--- config.mk ---
export PLATFORM = sky130hd
export DESIGN_NAME = alpha_div_sched_flat
export DESIGN_NICKNAME = d
export VERILOG_FILES = /design/src/rtl/alpha_div_sched_if.sv /design/src/rtl/alpha_div_sched.sv /design/src/flat_wrapper.sv
export SDC_FILE = /design/constraint.sdc
export NUM_CORES = 1
export LEC_CHECK = 0
export BUFFER_PORTS_ARGS = -buffer_cell sky130_fd_sc_hd__buf_2
export CORE_ASPECT_RATIO = 0.8
export CORE_UTILIZATION = 58
export DETAILED_ROUTE_END_ITERATION = 8
export GPL_ROUTABILITY_DRIVEN = 0
export GPL_TIMING_DRIVEN = 0
export PLACE_DENSITY = 0.87
export SYNTH_ARGS = -nofsm -noshare
export SYNTH_HDL_FRONTEND = slang
export SYNTH_SLANG_ARGS = --single-unit
--- constraint.sdc ---
create_clock -name clk -period 6.1 [get_ports clk]
set_input_delay 0.61 -clock clk [delete_from_list [all_inputs] [get_ports clk]]
set_output_delay 0.61 -clock clk [all_outputs]
set_load 0.01 [all_outputs]
--- src/rtl/alpha_div_sched_if.sv ---
`default_nettype none
// ============================================================================
// Module      : alpha_div_sched_if
// Description : Request/response bundle between pixel lanes, the shared
//               alpha divider scheduler and the downstream transmission stage.
// Revision    : 1.0 - initial release
// ============================================================================
interface alpha_div_sched_if #(
    parameter int NREQ = 4,
    parameter int W    = 8,
    parameter int FW   = 7
);
    localparam int IDW = $clog2(NREQ);

    logic [NREQ-1:0]   req_valid;
    logic [NREQ-1:0]   req_ready;
    logic [NREQ*W-1:0] req_dark_diff;
    logic [NREQ*W-1:0] req_denom;
    logic              rsp_valid;
    logic              rsp_ready;
    logic [IDW-1:0]    rsp_id;
    logic [FW-1:0]     rsp_alpha;
    logic              rsp_sat;
    logic              rsp_dz;

    // Lanes and the downstream consumer
    modport master (
        output req_valid, req_dark_diff, req_denom, rsp_ready,
        input  req_ready, rsp_valid, rsp_id, rsp_alpha, rsp_sat, rsp_dz
    );

    // The scheduler itself
    modport slave (
        input  req_valid, req_dark_diff, req_denom, rsp_ready,
        output req_ready, rsp_valid, rsp_id, rsp_alpha, rsp_sat, rsp_dz
    );
endinterface
`default_nettype wire

--- src/rtl/alpha_div_sched.sv ---
`default_nettype none
// ============================================================================
// Module      : alpha_div_sched
// Description : Round-robin arbiter feeding one bit-serial restoring divider
//               that produces alpha = dark_diff / denom as an FW-bit fraction,
//               tagged with the id of the requesting lane.
// Revision    : 1.0 - initial release
// ============================================================================
module alpha_div_sched #(
    parameter int NREQ = 4,
    parameter int W    = 8,
    parameter int FW   = 7
) (
    input  wire logic         clk,
    input  wire logic         rst_n,
    alpha_div_sched_if.slave  bus
);
    localparam int IDW = $clog2(NREQ);
    localparam int CW  = $clog2(FW + 1);

    typedef enum logic [1:0] {
        IDLE = 2'd0,
        DIV  = 2'd1,
        RSP  = 2'd2
    } state_t;

    state_t          state_q, state_d;
    logic [IDW-1:0]  ptr_q, ptr_d;
    logic [IDW-1:0]  id_q, id_d;
    logic [W+1:0]    temp_q, temp_d;
    logic [W-1:0]    denom_q, denom_d;
    logic [CW-1:0]   cnt_q, cnt_d;
    logic [FW-1:0]   alpha_q, alpha_d;
    logic            sat_q, sat_d;
    logic            dz_q, dz_d;
    logic            valid_q, valid_d;

    logic            w_found;
    logic [IDW-1:0]  w_winner;
    logic [IDW-1:0]  w_scan;
    logic [W-1:0]    w_dd;
    logic [W-1:0]    w_dn;
    logic            w_hs;
    logic [W+1:0]    w_denom_ext;
    logic            w_ge;
    logic            w_gt;

    // Round-robin search: first valid lane at or above ptr, wrapping
    always_comb begin
        w_found  = 1'b0;
        w_winner = '0;
        w_scan   = '0;
        for (int off = 0; off < NREQ; off++) begin
            w_scan = IDW'((int'(ptr_q) + off) % NREQ);
            if (!w_found && bus.req_valid[w_scan]) begin
                w_found  = 1'b1;
                w_winner = w_scan;
            end
        end
    end

    // Operand mux for the winning lane (constant slices keep the mux explicit)
    always_comb begin
        w_dd = '0;
        w_dn = '0;
        for (int i = 0; i < NREQ; i++) begin
            if (w_winner == IDW'(i)) begin
                w_dd = bus.req_dark_diff[i*W +: W];
                w_dn = bus.req_denom[i*W +: W];
            end
        end
    end

    // rst_n gating keeps req_ready low for the whole reset window
    assign w_hs          = (state_q == IDLE) && w_found && rst_n;
    assign bus.req_ready = w_hs ? (NREQ'(1) << w_winner) : '0;

    assign w_denom_ext = {2'b00, denom_q};
    assign w_ge        = (temp_q >= w_denom_ext);
    // Last bit uses a strict compare to stay bit-exact with the legacy
    // combinational alpha unit
    assign w_gt        = (temp_q > w_denom_ext);

    // Next-state logic for the scheduler FSM and the divider datapath
    always_comb begin
        state_d = state_q;
        ptr_d   = ptr_q;
        id_d    = id_q;
        temp_d  = temp_q;
        denom_d = denom_q;
        cnt_d   = cnt_q;
        alpha_d = alpha_q;
        sat_d   = sat_q;
        dz_d    = dz_q;
        valid_d = valid_q;
        case (state_q)
            IDLE: begin
                if (w_hs) begin
                    id_d    = w_winner;
                    ptr_d   = (w_winner == IDW'(NREQ - 1)) ? '0 : w_winner + 1'b1;
                    denom_d = w_dn;
                    alpha_d = '0;
                    sat_d   = 1'b0;
                    dz_d    = 1'b0;
                    if (w_dn == '0) begin
                        alpha_d = '1;
                        dz_d    = 1'b1;
                        valid_d = 1'b1;
                        state_d = RSP;
                    end else if (w_dd >= w_dn) begin
                        alpha_d = '1;
                        sat_d   = 1'b1;
                        valid_d = 1'b1;
                        state_d = RSP;
                    end else begin
                        // dark_diff < denom, so 2*temp never exceeds W+2 bits
                        temp_d  = {2'b00, w_dd} << 1;
                        cnt_d   = CW'(FW - 1);
                        state_d = DIV;
                    end
                end
            end
            DIV: begin
                if (cnt_q == '0) begin
                    alpha_d[0] = w_gt;
                    valid_d    = 1'b1;
                    state_d    = RSP;
                end else begin
                    alpha_d[cnt_q] = w_ge;
                    temp_d         = (w_ge ? (temp_q - w_denom_ext) : temp_q) << 1;
                    cnt_d          = cnt_q - 1'b1;
                end
            end
            RSP: begin
                if (bus.rsp_ready) begin
                    valid_d = 1'b0;
                    state_d = IDLE;
                end
            end
            default: begin
                valid_d = 1'b0;
                state_d = IDLE;
            end
        endcase
    end

    // State and result registers; reset drops any in-flight division
    always_ff @(posedge clk or negedge rst_n) begin
        if (!rst_n) begin
            state_q <= IDLE;
            ptr_q   <= '0;
            id_q    <= '0;
            temp_q  <= '0;
            denom_q <= '0;
            cnt_q   <= '0;
            alpha_q <= '0;
            sat_q   <= 1'b0;
            dz_q    <= 1'b0;
            valid_q <= 1'b0;
        end else begin
            state_q <= state_d;
            ptr_q   <= ptr_d;
            id_q    <= id_d;
            temp_q  <= temp_d;
            denom_q <= denom_d;
            cnt_q   <= cnt_d;
            alpha_q <= alpha_d;
            sat_q   <= sat_d;
            dz_q    <= dz_d;
            valid_q <= valid_d;
        end
    end

    assign bus.rsp_valid = valid_q;
    assign bus.rsp_id    = id_q;
    assign bus.rsp_alpha = alpha_q;
    assign bus.rsp_sat   = sat_q;
    assign bus.rsp_dz    = dz_q;

endmodule
`default_nettype wire

--- src/flat_wrapper.sv ---
// flat-port wrapper written by rule: the top's interface ports become plain ports
module alpha_div_sched_flat 
#(
    parameter int NREQ = 4,
    parameter int W    = 8,
    parameter int FW   = 7
)
  (clk, rst_n, bus_req_valid, bus_req_dark_diff, bus_req_denom, bus_rsp_ready, bus_req_ready, bus_rsp_valid, bus_rsp_id, bus_rsp_alpha, bus_rsp_sat, bus_rsp_dz);
  alpha_div_sched_if #(.NREQ(NREQ), .W(W), .FW(FW)) bus_i ();
  input  wire logic clk;
  input  wire logic rst_n;
  input wire logic [$bits(bus_i.req_valid)-1:0] bus_req_valid;
  input wire logic [$bits(bus_i.req_dark_diff)-1:0] bus_req_dark_diff;
  input wire logic [$bits(bus_i.req_denom)-1:0] bus_req_denom;
  input wire logic [$bits(bus_i.rsp_ready)-1:0] bus_rsp_ready;
  output wire logic [$bits(bus_i.req_ready)-1:0] bus_req_ready;
  output wire logic [$bits(bus_i.rsp_valid)-1:0] bus_rsp_valid;
  output wire logic [$bits(bus_i.rsp_id)-1:0] bus_rsp_id;
  output wire logic [$bits(bus_i.rsp_alpha)-1:0] bus_rsp_alpha;
  output wire logic [$bits(bus_i.rsp_sat)-1:0] bus_rsp_sat;
  output wire logic [$bits(bus_i.rsp_dz)-1:0] bus_rsp_dz;
  assign bus_i.req_valid = bus_req_valid;
  assign bus_i.req_dark_diff = bus_req_dark_diff;
  assign bus_i.req_denom = bus_req_denom;
  assign bus_i.rsp_ready = bus_rsp_ready;
  assign bus_req_ready = bus_i.req_ready;
  assign bus_rsp_valid = bus_i.rsp_valid;
  assign bus_rsp_id = bus_i.rsp_id;
  assign bus_rsp_alpha = bus_i.rsp_alpha;
  assign bus_rsp_sat = bus_i.rsp_sat;
  assign bus_rsp_dz = bus_i.rsp_dz;
  alpha_div_sched #(.NREQ(NREQ), .W(W), .FW(FW)) u_core (.clk(clk), .rst_n(rst_n), .bus(bus_i));
endmodule
==> summary.md <==
| Metric | Value |
|---|---|
| P_int | `1260 uW` |
| Post-synth top flop | `dfrtp_1` |
| HPWL Detailed | `7170 um` |
| CORE AREA | `5180 um^2` |
| Reg-to-Reg End | `u_core.temp_q[2]` |
| Clock buffer depth | `2` |
| Detailed-route vias per instance | `6.28` |
| Static Leak | `0.00181 uW` |
| Final Critical Period | `5.19 ns` |
| EDFF count, synth | `0` |
| R2r startpoint | `u_core.ptr_q[1]` |
| Share of cells above drive strength 1 | `23.6%` |
| Resized cells post-CTS | `0` |
| Most common cell after layout, fill and taps aside | `buf_2` |
| Syn_nets | `487` |
| 1st-iter DRT viols | `299` |
| Yosys cell types | `64` |
| Worst Clk Skew | `0.00320 ns` |
| DRC viols | `0` |
| TritonCTS clock tree | `done` |
| Layout Utilization | `74.3%` |
| GRT met2 Usage | `54.8%` |
| H-tree depth | `2` |
| First-pass GRT wire length | `15000 um` |
| Peak supply drop | `385 uV` |
| Rel. slew slack | `45.0%` |
| Routed vias | `3448` |
| Max cap viols | `0` |
| Number of synthesized register bits | `36` |
| CTS Buf Count | `5` |
| Synth area leader | `dfrtp_1` |
| Yosys warnings | `0` |
| CP Launch Type | `input port` |
| Starting Density | `62.4%` |
| Fmax | `193 MHz` |
| Ys async rst share | `100%` |
| Final Hold Fails | `0` |
| Met1 Usage GRT | `43.8%` |
| Total global-route track usage | `32.7%` |
| Fin crit share | `85.0%` |
| WL per Instance | `16.6 um` |
| Synth top area cells | `dfrtp_1, ha_1, nand2_1, o21ai_0, nor2_1` |
| Sink Count | `36` |
| Final WL | `9110 um` |
| Pwr Density | `639 nW/um^2` |
| Routed Antenna Nets | `0` |
| Pin count of the biggest net entering global routing | `38` |
| Remaining Overflow, GRT | `0` |
| Die X | `85.5 um` |
| R2R cell count | `18` |
| Final net count | `580` |
| Total negative slack | `0 ns` |
| Slowest cell on crit path | `o31ai_1` |
| Die Area | `5880 um^2` |
| P&R area growth vs syn | `19.0%` |
| Pre-antenna DRT Iters | `5` |
| RSZ-0062 raised after global routing | `no` |
| Cell Area, Synth | `3230 um^2` |
| Number of placement rows | `23` |
| R2R setup slack | `1.01 ns` |
| IO Port Bufs | `86` |
| Antenna Cells | `0` |
| Ports | `87` |
| CTS clk-pin slew, worst paths | `0.07 ns` |
| Net Switching | `1200 uW` |
| Clock Tree Root | `clkbuf_8` |
| Arr. time, crit path | `5.36 ns` |
| Flop pwr share | `18.5%` |
| Antenna violations before repair | `0` |
| Avg Cell Area, Syn | `8.23 um^2` |
| Endpoints failing setup | `0` |
| CP max stage delay | `0.57 ns` |
| Sequential area share after synthesis | `27.9%` |
| CP endpoint | `u_core.temp_q[2]` |
| Net switching fraction of the power | `48.8%` |
| Worst path cell trace | `buf_2 -> or4_1 -> and2_1 -> inv_1 -> ha_1 -> buf_4 -> clkbuf_1 -> clkbuf_1 -> a221oi_1 -> o31ai_1 -> ha_1 -> and2_1 -> a221oi_1 -> o31a_1 -> o311ai_1 -> or2_2 -> o221a_1` |
| GR peak layer | `met2` |
| Most frequent cells in the layout | `buf_2, nand2_1, dfrtp_1, o21ai_0, nor2_1` |
| Vias in the first global route | `3216` |
| Slew Limit Fails | `0` |
| Share of the synthesized area in the top cell type | `27.9%` |
| Crit Path Category | `input port to register` |
| Die height | `68.8 um` |
| Status | `finished, final reports clean` |
| Combinational power share | `73.1%` |
| Crit-path max FO | `10` |
| Measured slew at the worst slew-check pin | `0.825 ns` |
| GR Util met3 | `6.31%` |
| Hold-fix buffers, CTS | `0` |
| CP Capture Type | `register` |
| Tightest Hold Check Type | `input port to asynchronous set/reset pin` |
| Req. time, crit path | `6.28 ns` |
| Post-CTS Setup Bufs | `0` |
| Synthesized instance count | `393` |
| Clock latency on the worst-skew pair | `0.29 ns` |
| Clock power frac | `8.4%` |
| Crit. Startpoint | `bus_req_valid[0]` |
## per-layer routing
metal / wire (um) / vias to the layer above
met4: 123 / 0
met1: 4170 / 1617
met2: 4100 / 166
met3: 712 / 18
met5: 0 / -
li1: - / 1647
## critical path: cells and delay by family
| family | cells | cell delay [ns] |
|---|---|---|
| and+or+nand+nor | 4 | 1.28 |
| AOI/OAI and AO/OA | 6 | 1.81 |
| buffers and inverters | 5 | 1.12 |
| adders and majority gates | 2 | 0.54 |
## area by class of cell
| cell class | instances | area, um^2 |
|---|---|---|
| Buffer | 19 | 92.6 |
| Fill cell | 381 | 1330 |
| Multi-Input combinational cell | 315 | 2150 |
| Tap cell | 62 | 77.6 |
| Timing Repair Buffer | 86 | 430 |
| Clock inverter | 2 | 35.0 |
| Clock buffer | 6 | 72.6 |
| Sequential cell | 36 | 901 |
| Inverter | 23 | 88.8 |
## Yosys cell counts (5+ instances only)
master,count
a21o_1,5
a21oi_1,20
a221oi_1,9
a31oi_1,8
and2_1,9
and3b_1,5
clkbuf_1,14
dfrtp_1,36
ha_1,22
inv_1,21
mux2_4,7
nand2_1,42
nand2b_1,11
nand3_1,13
nor2_1,29
nor2b_1,14
nor3_1,7
o211ai_1,6
o21ai_0,30
o221ai_1,6
o311ai_0,5
o31ai_1,6
## registers in the layout, indices dropped and copies added (netlist names)
| register | cells |
|---|---|
| u_core.state_q | 2 |
| u_core.cnt_q | 3 |
| u_core.ptr_q | 2 |
| u_core.bus.rsp_dz | 1 |
| u_core.bus.rsp_sat | 1 |
| u_core.temp_q | 9 |
| u_core.bus.rsp_alpha | 7 |
| u_core.bus.rsp_valid | 1 |
| u_core.bus.rsp_id | 2 |
| u_core.denom_q | 8 |
## cell families after synthesis
logic type	synth area share, %
simple gates	23.4
compound gates	28.7
buf+inv	5.61
flops	27.9
fa+ha+maj	9.13
mux	4.22
xor+xnor	1.08
## how the worst min path moves through the flow
stage | startpoint | end | slack, ns | cells past startpoint
6_report | rst_n | u_core.bus.rsp_id[1] | 0.41 | 1
5_1_grt | rst_n | u_core.state_q[1] | 0.47 | 1
3_3_place_gp | u_core.bus.rsp_id[0] | u_core.bus.rsp_id[0] | 0.46 | 2
4_1_cts | rst_n | u_core.bus.rsp_valid | 0.43 | 1
2_1_floorplan | rst_n | u_core.bus.rsp_alpha[0] | 0.31 | 0
3_5_place_dp | u_core.bus.rsp_id[0] | u_core.bus.rsp_id[0] | 0.46 | 2
## stage by stage
| stage | hold slack (ns) | area [um^2] | total power, uW | setup slack [ns] | cells |
|---|---|---|---|---|---|
| 6_report | 0.412 | 3850 | 2460 | 0.912 | 549 |
| 4_1_cts | 0.435 | 3850 | 2430 | 1.01 | 549 |
| 3_5_place_dp | 0.460 | 3740 | 2200 | 0.731 | 541 |
| 2_1_floorplan | 0.314 | 3230 | 1770 | 1.71 | 393 |
| 5_1_grt | 0.474 | 3850 | 2660 | 0.673 | 549 |
| 3_3_place_gp | 0.458 | 3740 | 2130 | 0.860 | 541 |
## power groups by stage
stage	combinational, uW	clock, uW	sequential (uW)
CTS	1760	210	452
global route	1970	221	469
finish	1800	207	454
global placement	1680	0	450
floorplan	1320	0	455
detailed placement	1740	0	456
Power figures use the tool's default switching activity.
